===== config.mk =====
export PLATFORM = sky130hd
export DESIGN_NAME = fir_scie_sequencer
export DESIGN_NICKNAME = d
export VERILOG_FILES = /design/src/rtl/fir_scie_sequencer.sv
export SDC_FILE = /design/constraint.sdc
export NUM_CORES = 1
export LEC_CHECK = 0
export ABC_AREA = 0
export BUFFER_PORTS_ARGS = -buffer_cell sky130_fd_sc_hd__clkbuf_2
export CAP_MARGIN = 20
export CORE_MARGIN = 3
export CORE_UTILIZATION = 55
export DETAILED_ROUTE_END_ITERATION = 12
export GPL_TIMING_DRIVEN = 0
export MAX_ROUTING_LAYER = met4
export PLACE_DENSITY = 0.93
export SLEW_MARGIN = 40
export SYNTH_ARGS = -nofsm -noshare
export SYNTH_HDL_FRONTEND = slang
export SYNTH_SLANG_ARGS = --single-unit
export TNS_END_PERCENT = 100

===== constraint.sdc =====
create_clock -name clock -period 7.3 [get_ports clock]
set_clock_uncertainty 0.2 [all_clocks]
set_input_delay 1.095 -clock clock [delete_from_list [all_inputs] [get_ports clock]]
set_output_delay 1.095 -clock clock [all_outputs]
set_load 0.05 [all_outputs]

===== src/rtl/fir_scie_sequencer.sv =====
// Command sequencer that turns coefficient writes and a sample stream into SCIE FIR
// instruction beats and buffers the filter outputs. Define FIR_SEQ_PERF_EN for perf counters.
module fir_scie_sequencer #(
  parameter int XLEN       = 32,
  parameter int NTAPS      = 5,
  parameter int IDXW       = 3,
  parameter int PUSH_GAP   = 1,
  parameter int RD_LATENCY = 1,
  parameter int FIFO_DEPTH = 4
) (
  input  logic            clock,
  input  logic            reset,
  input  logic            io_cfg_valid,
  output logic            io_cfg_ready,
  input  logic [IDXW-1:0] io_cfg_idx,
  input  logic [XLEN-1:0] io_cfg_coef,
  input  logic            io_in_valid,
  output logic            io_in_ready,
  input  logic [XLEN-1:0] io_in_sample,
  output logic            io_out_valid,
  input  logic            io_out_ready,
  output logic [XLEN-1:0] io_out_result,
  output logic            io_scie_valid,
  output logic [31:0]     io_scie_insn,
  output logic [XLEN-1:0] io_scie_rs1,
  output logic [XLEN-1:0] io_scie_rs2,
  input  logic [XLEN-1:0] io_scie_rd,
  output logic            io_err
`ifdef FIR_SEQ_PERF_EN
  ,
  output logic [31:0]     io_perf_results,
  output logic [31:0]     io_perf_stalls
`endif
);

  localparam logic [31:0] INSN_LOAD = 32'h0000_000B;
  localparam logic [31:0] INSN_PUSH = 32'h0000_002B;
  localparam logic [31:0] INSN_READ = 32'h0000_005B;

  localparam int CNT_W  = 16;
  localparam int PTR_W  = (FIFO_DEPTH > 1) ? $clog2(FIFO_DEPTH) : 1;
  localparam int FCNT_W = $clog2(FIFO_DEPTH + 1);

  localparam logic [CNT_W-1:0]  GAP_LAST  = CNT_W'((PUSH_GAP > 0) ? PUSH_GAP - 1 : 0);
  localparam logic [CNT_W-1:0]  WAIT_LAST = CNT_W'((RD_LATENCY > 0) ? RD_LATENCY - 1 : 0);
  localparam logic [31:0]       NTAPS_U   = 32'(NTAPS);
  localparam logic [FCNT_W-1:0] FIFO_FULL = FCNT_W'(FIFO_DEPTH);
  localparam logic [PTR_W-1:0]  PTR_LAST  = PTR_W'(FIFO_DEPTH - 1);

  typedef enum logic [2:0] {
    ST_IDLE,
    ST_LOAD,
    ST_PUSH,
    ST_GAP,
    ST_READ,
    ST_WAIT
  } state_t;

  state_t            state_reg, state_next;
  logic [CNT_W-1:0]  cnt_reg, cnt_next;
  logic              en_reg;
  logic              err_reg, err_next;
  logic              scie_valid_reg, scie_valid_next;
  logic [31:0]       scie_insn_reg, scie_insn_next;
  logic [XLEN-1:0]   scie_rs1_reg, scie_rs1_next;
  logic [XLEN-1:0]   scie_rs2_reg, scie_rs2_next;

  logic [XLEN-1:0]   fifo_mem [FIFO_DEPTH];
  logic [PTR_W-1:0]  wr_ptr_reg, rd_ptr_reg;
  logic [FCNT_W-1:0] fifo_count_reg;

  logic cfg_fire, in_fire, idx_ok, capture, pop;

  assign idx_ok   = 32'(io_cfg_idx) < NTAPS_U;
  assign cfg_fire = io_cfg_valid && io_cfg_ready;
  assign in_fire  = io_in_valid && io_in_ready;
  assign pop      = io_out_valid && io_out_ready;

  // Readys are held low for one cycle after reset release by the enable flag.
  assign io_cfg_ready = en_reg && (state_reg == ST_IDLE);
  assign io_in_ready  = en_reg && (state_reg == ST_IDLE) && !io_cfg_valid &&
                        (fifo_count_reg < FIFO_FULL);

  assign io_scie_valid = scie_valid_reg;
  assign io_scie_insn  = scie_insn_reg;
  assign io_scie_rs1   = scie_rs1_reg;
  assign io_scie_rs2   = scie_rs2_reg;
  assign io_err        = err_reg;
  assign io_out_valid  = (fifo_count_reg != '0);
  assign io_out_result = fifo_mem[rd_ptr_reg];

  always_ff @(posedge clock or negedge reset) begin
    if (!reset) begin
      state_reg      <= ST_IDLE;
      cnt_reg        <= '0;
      en_reg         <= 1'b0;
      err_reg        <= 1'b0;
      scie_valid_reg <= 1'b0;
      scie_insn_reg  <= '0;
      scie_rs1_reg   <= '0;
      scie_rs2_reg   <= '0;
    end else begin
      state_reg      <= state_next;
      cnt_reg        <= cnt_next;
      en_reg         <= 1'b1;
      err_reg        <= err_next;
      scie_valid_reg <= scie_valid_next;
      scie_insn_reg  <= scie_insn_next;
      scie_rs1_reg   <= scie_rs1_next;
      scie_rs2_reg   <= scie_rs2_next;
    end
  end

  // Beat registers are loaded on the transition into a beat state, so the beat
  // is on the wire for exactly the cycle the FSM spends in that state.
  always_comb begin
    state_next      = state_reg;
    err_next        = err_reg;
    scie_valid_next = 1'b0;
    scie_insn_next  = '0;
    scie_rs1_next   = '0;
    scie_rs2_next   = '0;
    capture         = 1'b0;
    case (state_reg)
      ST_IDLE: begin
        if (cfg_fire) begin
          if (idx_ok) begin
            state_next      = ST_LOAD;
            scie_valid_next = 1'b1;
            scie_insn_next  = INSN_LOAD;
            scie_rs1_next   = io_cfg_coef;
            scie_rs2_next   = XLEN'(io_cfg_idx);
          end else begin
            err_next = 1'b1;
          end
        end else if (in_fire) begin
          state_next      = ST_PUSH;
          scie_valid_next = 1'b1;
          scie_insn_next  = INSN_PUSH;
          scie_rs1_next   = io_in_sample;
        end
      end
      ST_LOAD: state_next = ST_IDLE;
      ST_PUSH: begin
        if (PUSH_GAP > 0) begin
          state_next = ST_GAP;
        end else begin
          state_next      = ST_READ;
          scie_valid_next = 1'b1;
          scie_insn_next  = INSN_READ;
        end
      end
      ST_GAP: begin
        if (cnt_reg == GAP_LAST) begin
          state_next      = ST_READ;
          scie_valid_next = 1'b1;
          scie_insn_next  = INSN_READ;
        end
      end
      ST_READ: state_next = ST_WAIT;
      ST_WAIT: begin
        if (cnt_reg == WAIT_LAST) begin
          capture    = 1'b1;
          state_next = ST_IDLE;
        end
      end
      default: state_next = ST_IDLE;
    endcase
  end

  // Dwell counter restarts on every state change and only runs in GAP/WAIT.
  always_comb begin
    cnt_next = '0;
    if ((state_next == state_reg) && (state_reg == ST_GAP || state_reg == ST_WAIT))
      cnt_next = cnt_reg + CNT_W'(1);
  end

  always_ff @(posedge clock) begin
    if (capture)
      fifo_mem[wr_ptr_reg] <= io_scie_rd;
  end

  always_ff @(posedge clock or negedge reset) begin
    if (!reset) begin
      wr_ptr_reg     <= '0;
      rd_ptr_reg     <= '0;
      fifo_count_reg <= '0;
    end else begin
      if (capture)
        wr_ptr_reg <= (wr_ptr_reg == PTR_LAST) ? '0 : wr_ptr_reg + PTR_W'(1);
      if (pop)
        rd_ptr_reg <= (rd_ptr_reg == PTR_LAST) ? '0 : rd_ptr_reg + PTR_W'(1);
      case ({capture, pop})
        2'b10:   fifo_count_reg <= fifo_count_reg + FCNT_W'(1);
        2'b01:   fifo_count_reg <= fifo_count_reg - FCNT_W'(1);
        default: fifo_count_reg <= fifo_count_reg;
      endcase
    end
  end

`ifdef FIR_SEQ_PERF_EN
  logic [31:0] perf_results_reg;
  logic [31:0] perf_stalls_reg;

  always_ff @(posedge clock or negedge reset) begin
    if (!reset) begin
      perf_results_reg <= '0;
      perf_stalls_reg  <= '0;
    end else begin
      if (capture)
        perf_results_reg <= perf_results_reg + 32'd1;
      if (io_in_valid && !io_in_ready)
        perf_stalls_reg <= perf_stalls_reg + 32'd1;
    end
  end

  assign io_perf_results = perf_results_reg;
  assign io_perf_stalls  = perf_stalls_reg;
`endif

endmodule


### After elaboration in Yosys (flattened, before gate mapping)

Memories as Yosys holds them, arrays and structs flattened.
Cells that the tools add are included.

* register bits: 125
* RAM bits: 128
* bits of input ports: 104
* output and inout port bits: 133
* word-level logic and storage cells: 73
* memories kept: 1

Memories
* fifo_mem: depth 4, width 32, read ports 1, clocked after memory_dff 0, write ports 1, RTL line 68 `logic [XLEN-1:0] fifo_mem [FIFO_DEPTH];`

* $add $sub $neg: 5
* magnitude comparators: 2
* equality and inequality tests: 9
* muxes and demuxes: 30
* bitwise operators: 1
* reductions and logical operators: 14

Operator list (count)
* 32-bit two-way mux: 5
* 32-bit one-hot mux with 2 select lines: 1
* 3-bit two-way mux: 8
* 16-bit by 1-bit adder with 16-bit output (second input constant): 1
* 16-bit zero test: 1
* 16-bit two-way mux: 1
* 3-bit one-hot mux with 5 select lines: 1
* 1-bit logical AND: 7
* 1-bit two-way mux: 7
* 7-bit two-way mux: 1
* 2-bit equality test (second input constant): 3
* 3-bit by 2-bit equality test with 1-bit output (second input constant): 2
* 3-bit equality test (second input constant): 2
* 3-bit < comparator (second input constant): 2
* 6-bit two-way mux: 1
* 3-bit one-hot mux with 2 select lines: 1
* 2-bit by 1-bit adder with 2-bit output (second input constant): 2
* 2-bit two-way mux: 2
* 4-bit two-way mux: 1
* 3-bit by 1-bit adder with 3-bit output (second input constant): 1
* 3-bit equality test: 1
* 3-bit zero test: 1
* 3-bit AND reduction: 1
* 3-bit nonzero test: 1
* 7 further kinds: 7

### Logic depth before layout (Yosys ltp)

* depth in word-level cells: 11
* gate-level depth with buffers: 12
* depth with buffers taken out: 12

### Worst setup path after synthesis

No wires, ideal clock.

* path kind: register -> output
* start point: register state_reg[2]
* end point: output io_in_ready
* arrival time: 1.766 ns
* required time: 6.005 ns
* slack: 4.239 ns
* stages on the path, launching flop included: 3
* buffers on the path: 0
* path through: dfrtp_1 nor4b_4 nor3b_4

* word-level cells in the longest chain between the ends: 4

RTL lines
* start, declared: RTL line 59 `state_t state_reg, state_next;`
* start signal, assigned: RTL line 103 `state_reg <= state_next;`
* 3-bit zero test
* 1-bit logical AND
* via io_cfg_ready: RTL line 14 `output logic io_cfg_ready,`
* 1-bit logical AND (2 in a row): RTL line 81 `assign io_in_ready = en_reg && (state_reg == ST_IDLE) && !io_cfg_valid &&`
* end, declared: RTL line 18 `output logic io_in_ready,`

The timed path passes the listed nets, and every way through them passes these cells.

### Worst setup path in the final report

* start point: register rd_ptr_reg[1]
* end point: output io_out_result[7]

* word-level cells in the longest chain between the ends: 1

RTL lines
* start, declared: RTL line 69 `logic [PTR_W-1:0] wr_ptr_reg, rd_ptr_reg;`
* start signal, assigned: RTL line 192 `rd_ptr_reg <= (rd_ptr_reg == PTR_LAST) ? '0 : rd_ptr_reg + PTR_W'(1);`
* memory read 4 x 32 bit
* end, declared: RTL line 22 `output logic [XLEN-1:0] io_out_result,`

No other way between the ends.

==> flow_metrics.py <==
metrics = {
    "final_layout": {
        "antenna_diodes": 0,
        "stdcell_count": 907,
        "synthesis_to_finish_area_growth_pct": 25.3,
        "design_area_mm2": 0.00992,
        "final_common_cell": "sky130_fd_sc_hd__clkbuf_2",
        "final_cell_mix": "180 x sky130_fd_sc_hd__clkbuf_2, 128 x sky130_fd_sc_hd__edfxtp_1, 66 x sky130_fd_sc_hd__dfrtp_1",
        "final_core_utilization": 0.709,
        "fillerInstances": 892,
        "largest_reg_flops": 128,
        "ratio_of_cells_with_drive_above_1_in_the_final_layout": 0.462,
        "finish.net_count": 827,
    },
    "yosys": {
        "synth.avg_cell_area_um2": 17.3,
        "synth-async-reset-ratio": 0.340,
        "yosys.cell_types.count": 44,
        "synth.ff_latch_count": 194,
        "synth_ff_type": "sky130_fd_sc_hd__edfxtp_1",
        "synth_cells": 457,
        "seq_area_frac_synth": 0.694,
        "fraction_of_synthesized_cell_area_taken_by_the_top_area_cell_type": 0.485,
        "yosys.area.top_type": "sky130_fd_sc_hd__edfxtp_1",
        "ys_top_cells_by_area": "sky130_fd_sc_hd__edfxtp_1 49%, sky130_fd_sc_hd__dfrtp_1 21%, sky130_fd_sc_hd__mux4_2 9.1%, sky130_fd_sc_hd__buf_4 5.6%, sky130_fd_sc_hd__a22o_1 2.9%",
        "synth_enable_flop_cells": 128,
        "post_synth_instance_area_mm2": 0.00792,
        "synth-warning-count": 0,
    },
    "clock_tree": {
        "cts.repair.resized": 0,
        "cts_tree": "yes",
        "htree_num_levels": 4,
        "post_cts_buffers": 0,
        "cts_hold_buf": 0,
        "clk_path_buf_depth": 2,
        "clk_pin_slew_worst_paths_ns": 0.07,
        "clk-insertion-delay-late_ns": 0.42,
        "clock-sinks": 194,
        "ctsRootBufferMaster": "sky130_fd_sc_hd__clkbuf_16",
        "cts-buffers-inserted": 17,
    },
    "timing": {
        "max_clock_freq_mhz": 279,
        "timing.final.crit_share": 0.492,
        "hold_viol": 0,
        "rsz0062_at_grt": "false",
        "setup_viol": 0,
        "finalCriticalPeriod_ns": 3.59,
        "slew_viol_final": 0,
        "timing_worst_slew_pin_value_ns": 0.696,
        "max_slew_margin": 0.536,
        "final.setup.tns_ns": 0,
    },
    "global_routing": {
        "maximum_number_of_pins_on_one_net_before_global_route_repair": 37,
        "grt_antenna_before_repair": 0,
        "grt_usage": 0.214,
        "grt_remaining_overflow": 0,
        "number_of_global_route_vias_before_repair": 4980,
        "wire_length_of_the_first_global_routing_pass_um": 25400,
    },
    "placed_design": {
        "portBuffers": 181,
        "place.gp.congestion": 0.821,
        "placedInstanceArea_mm2": 0.00934,
        "dpl.hpwl_um": 11800,
        "placed_cells_incl_taps": 875,
    },
    "die": {
        "floorplan.io_pins": 237,
        "fp.dieArea_mm2": 0.0159,
        "floorplan.rows": 43,
        "die_h_um": 126,
        "initial_core_util": 0.566,
        "design.core.area_mm2": 0.0140,
        "die-width_um": 126,
    },
    "job": {
        "cap_violations": 0,
    },
    "run_status": {
        "status": "completed",
    },
    "power": {
        "design_power_total_mw": 3.46,
        "power_per_cell_area_mw_per_mm2": 348,
        "highest_ir_drop_seen_on_vdd_uv": 182,
        "cellLeakagePower_nw": 4.32,
    },
    "drt": {
        "drt.antenna.violating_nets": 0,
        "detail_route.iter0.violations": 267,
        "avgViaCountPerCell": 5.08,
        "via_count": 4612,
        "detail_route.wl_per_cell_um": 17.8,
        "postRouteWirelength_um": 16200,
        "drt_pre_antenna_iters": 4,
        "detail_route.drc_violations": 0,
    },
    "worst_setup_path": {
        "cp.required_ns": 6.00,
        "timing.critical_path.to_type": "output pin",
        "path_max_fanout": 10,
        "timing.critical_path.arrival_ns": 2.30,
        "cp-start-kind": "flip-flop",
        "worst-setup-path-type": "flip-flop to output pin",
    },
    "min_path": {
        "worstHoldPathType": "flip-flop to flip-flop",
    },
}
[final timing paths]
kind | start | end | slack [ns] | depth (start not counted)
worst max-delay path | rd_ptr_reg[1] | io_out_result[7] | 3.71 | 4
max in group asynchronous | reset | cnt_reg[12] | 5.92 | 2
worst max register to register | cnt_reg[0] | fifo_mem[3][18] | 4.38 | 7
worst min register to register | fifo_count_reg[0] | fifo_count_reg[0] | 0.29 | 1
min in group asynchronous | reset | io_scie_rs1[28] | 0.46 | 1
worst min-delay path | fifo_count_reg[0] | fifo_count_reg[0] | 0.29 | 1
[kinds of logic (layout without fill, tap and decap cells)]
kind of cell,count (synthesis),in the layout,share of synthesized area
compound gates,41,41,0.0449
xor+xnor,16,16,0.0177
fa+ha+maj,9,9,0.0152
buf+inv,90,306,0.0802
flops,194,194,0.694
mux,36,36,0.0965
other cells,2,56,0.000948
simple gates,69,69,0.0510
[worst max-delay path, cell delays in order, from the launching register on]
cell                       delay, ns
sky130_fd_sc_hd__dfrtp_1        0.35
sky130_fd_sc_hd__clkbuf_1       0.25
sky130_fd_sc_hd__clkbuf_1       0.58
sky130_fd_sc_hd__mux4_2         0.44
sky130_fd_sc_hd__clkbuf_2       0.26
[power by group]
group / total [mW] / internal [mW] / switching (mW)
Sequential: 1.29 / 1.25 / 0.0464
Clock: 0.909 / 0.509 / 0.400
Combinational: 1.25 / 0.386 / 0.866
[cell usage after synthesis, types with 2 or more instances]
library cell	n
sky130_fd_sc_hd__mux4_2	32
sky130_fd_sc_hd__xnor2_1	13
sky130_fd_sc_hd__xor2_1	3
sky130_fd_sc_hd__buf_12	4
sky130_fd_sc_hd__nand4_1	4
sky130_fd_sc_hd__ha_1	8
sky130_fd_sc_hd__o21bai_1	3
sky130_fd_sc_hd__a22o_1	26
sky130_fd_sc_hd__a22o_2	5
sky130_fd_sc_hd__conb_1	2
sky130_fd_sc_hd__a21o_1	2
sky130_fd_sc_hd__buf_2	9
sky130_fd_sc_hd__dfrtp_1	66
sky130_fd_sc_hd__nand2_1	6
sky130_fd_sc_hd__nand3_1	4
sky130_fd_sc_hd__clkbuf_1	4
sky130_fd_sc_hd__nor3_1	6
sky130_fd_sc_hd__buf_4	59
sky130_fd_sc_hd__or3_1	2
sky130_fd_sc_hd__and2_1	7
sky130_fd_sc_hd__edfxtp_1	128
sky130_fd_sc_hd__inv_1	14
sky130_fd_sc_hd__nor4_1	5
sky130_fd_sc_hd__nor4b_1	3
sky130_fd_sc_hd__mux2_2	3
sky130_fd_sc_hd__nor2_1	21
[layer usage]
metal,part of all wire,wire (um),GRT usage,vias up
li1,-,-,-,2123
met1,0.38,6130,0.243,2283
met2,0.55,8840,0.379,179
met3,0.054,875,0.0496,27
met4,0.020,324,0.0612,0
met5,0,0,-,-
[final cells by class]
class / instances / area [um2] / share of cell area
repair buffers: 184 / 983 / 0.0991
multi-input cells: 227 / 2000 / 0.202
well taps: 180 / 225 / 0.0227
inverters: 14 / 52.6 / 0.00530
flip-flops and latches: 194 / 5500 / 0.554
plain buffers: 76 / 583 / 0.0588
clock inverters: 15 / 156 / 0.0158
clock buffers: 17 / 425 / 0.0429
[metrics by stage]
stage	hold slack [ns]	setup slack [ns]
floorplan	0.262	4.24
global placement	0.276	3.83
detailed placement	0.284	4.19
CTS	0.297	3.68
global route	0.326	3.62
finish	0.293	3.71
No activity file was read; power rests on OpenSTA's default activity.
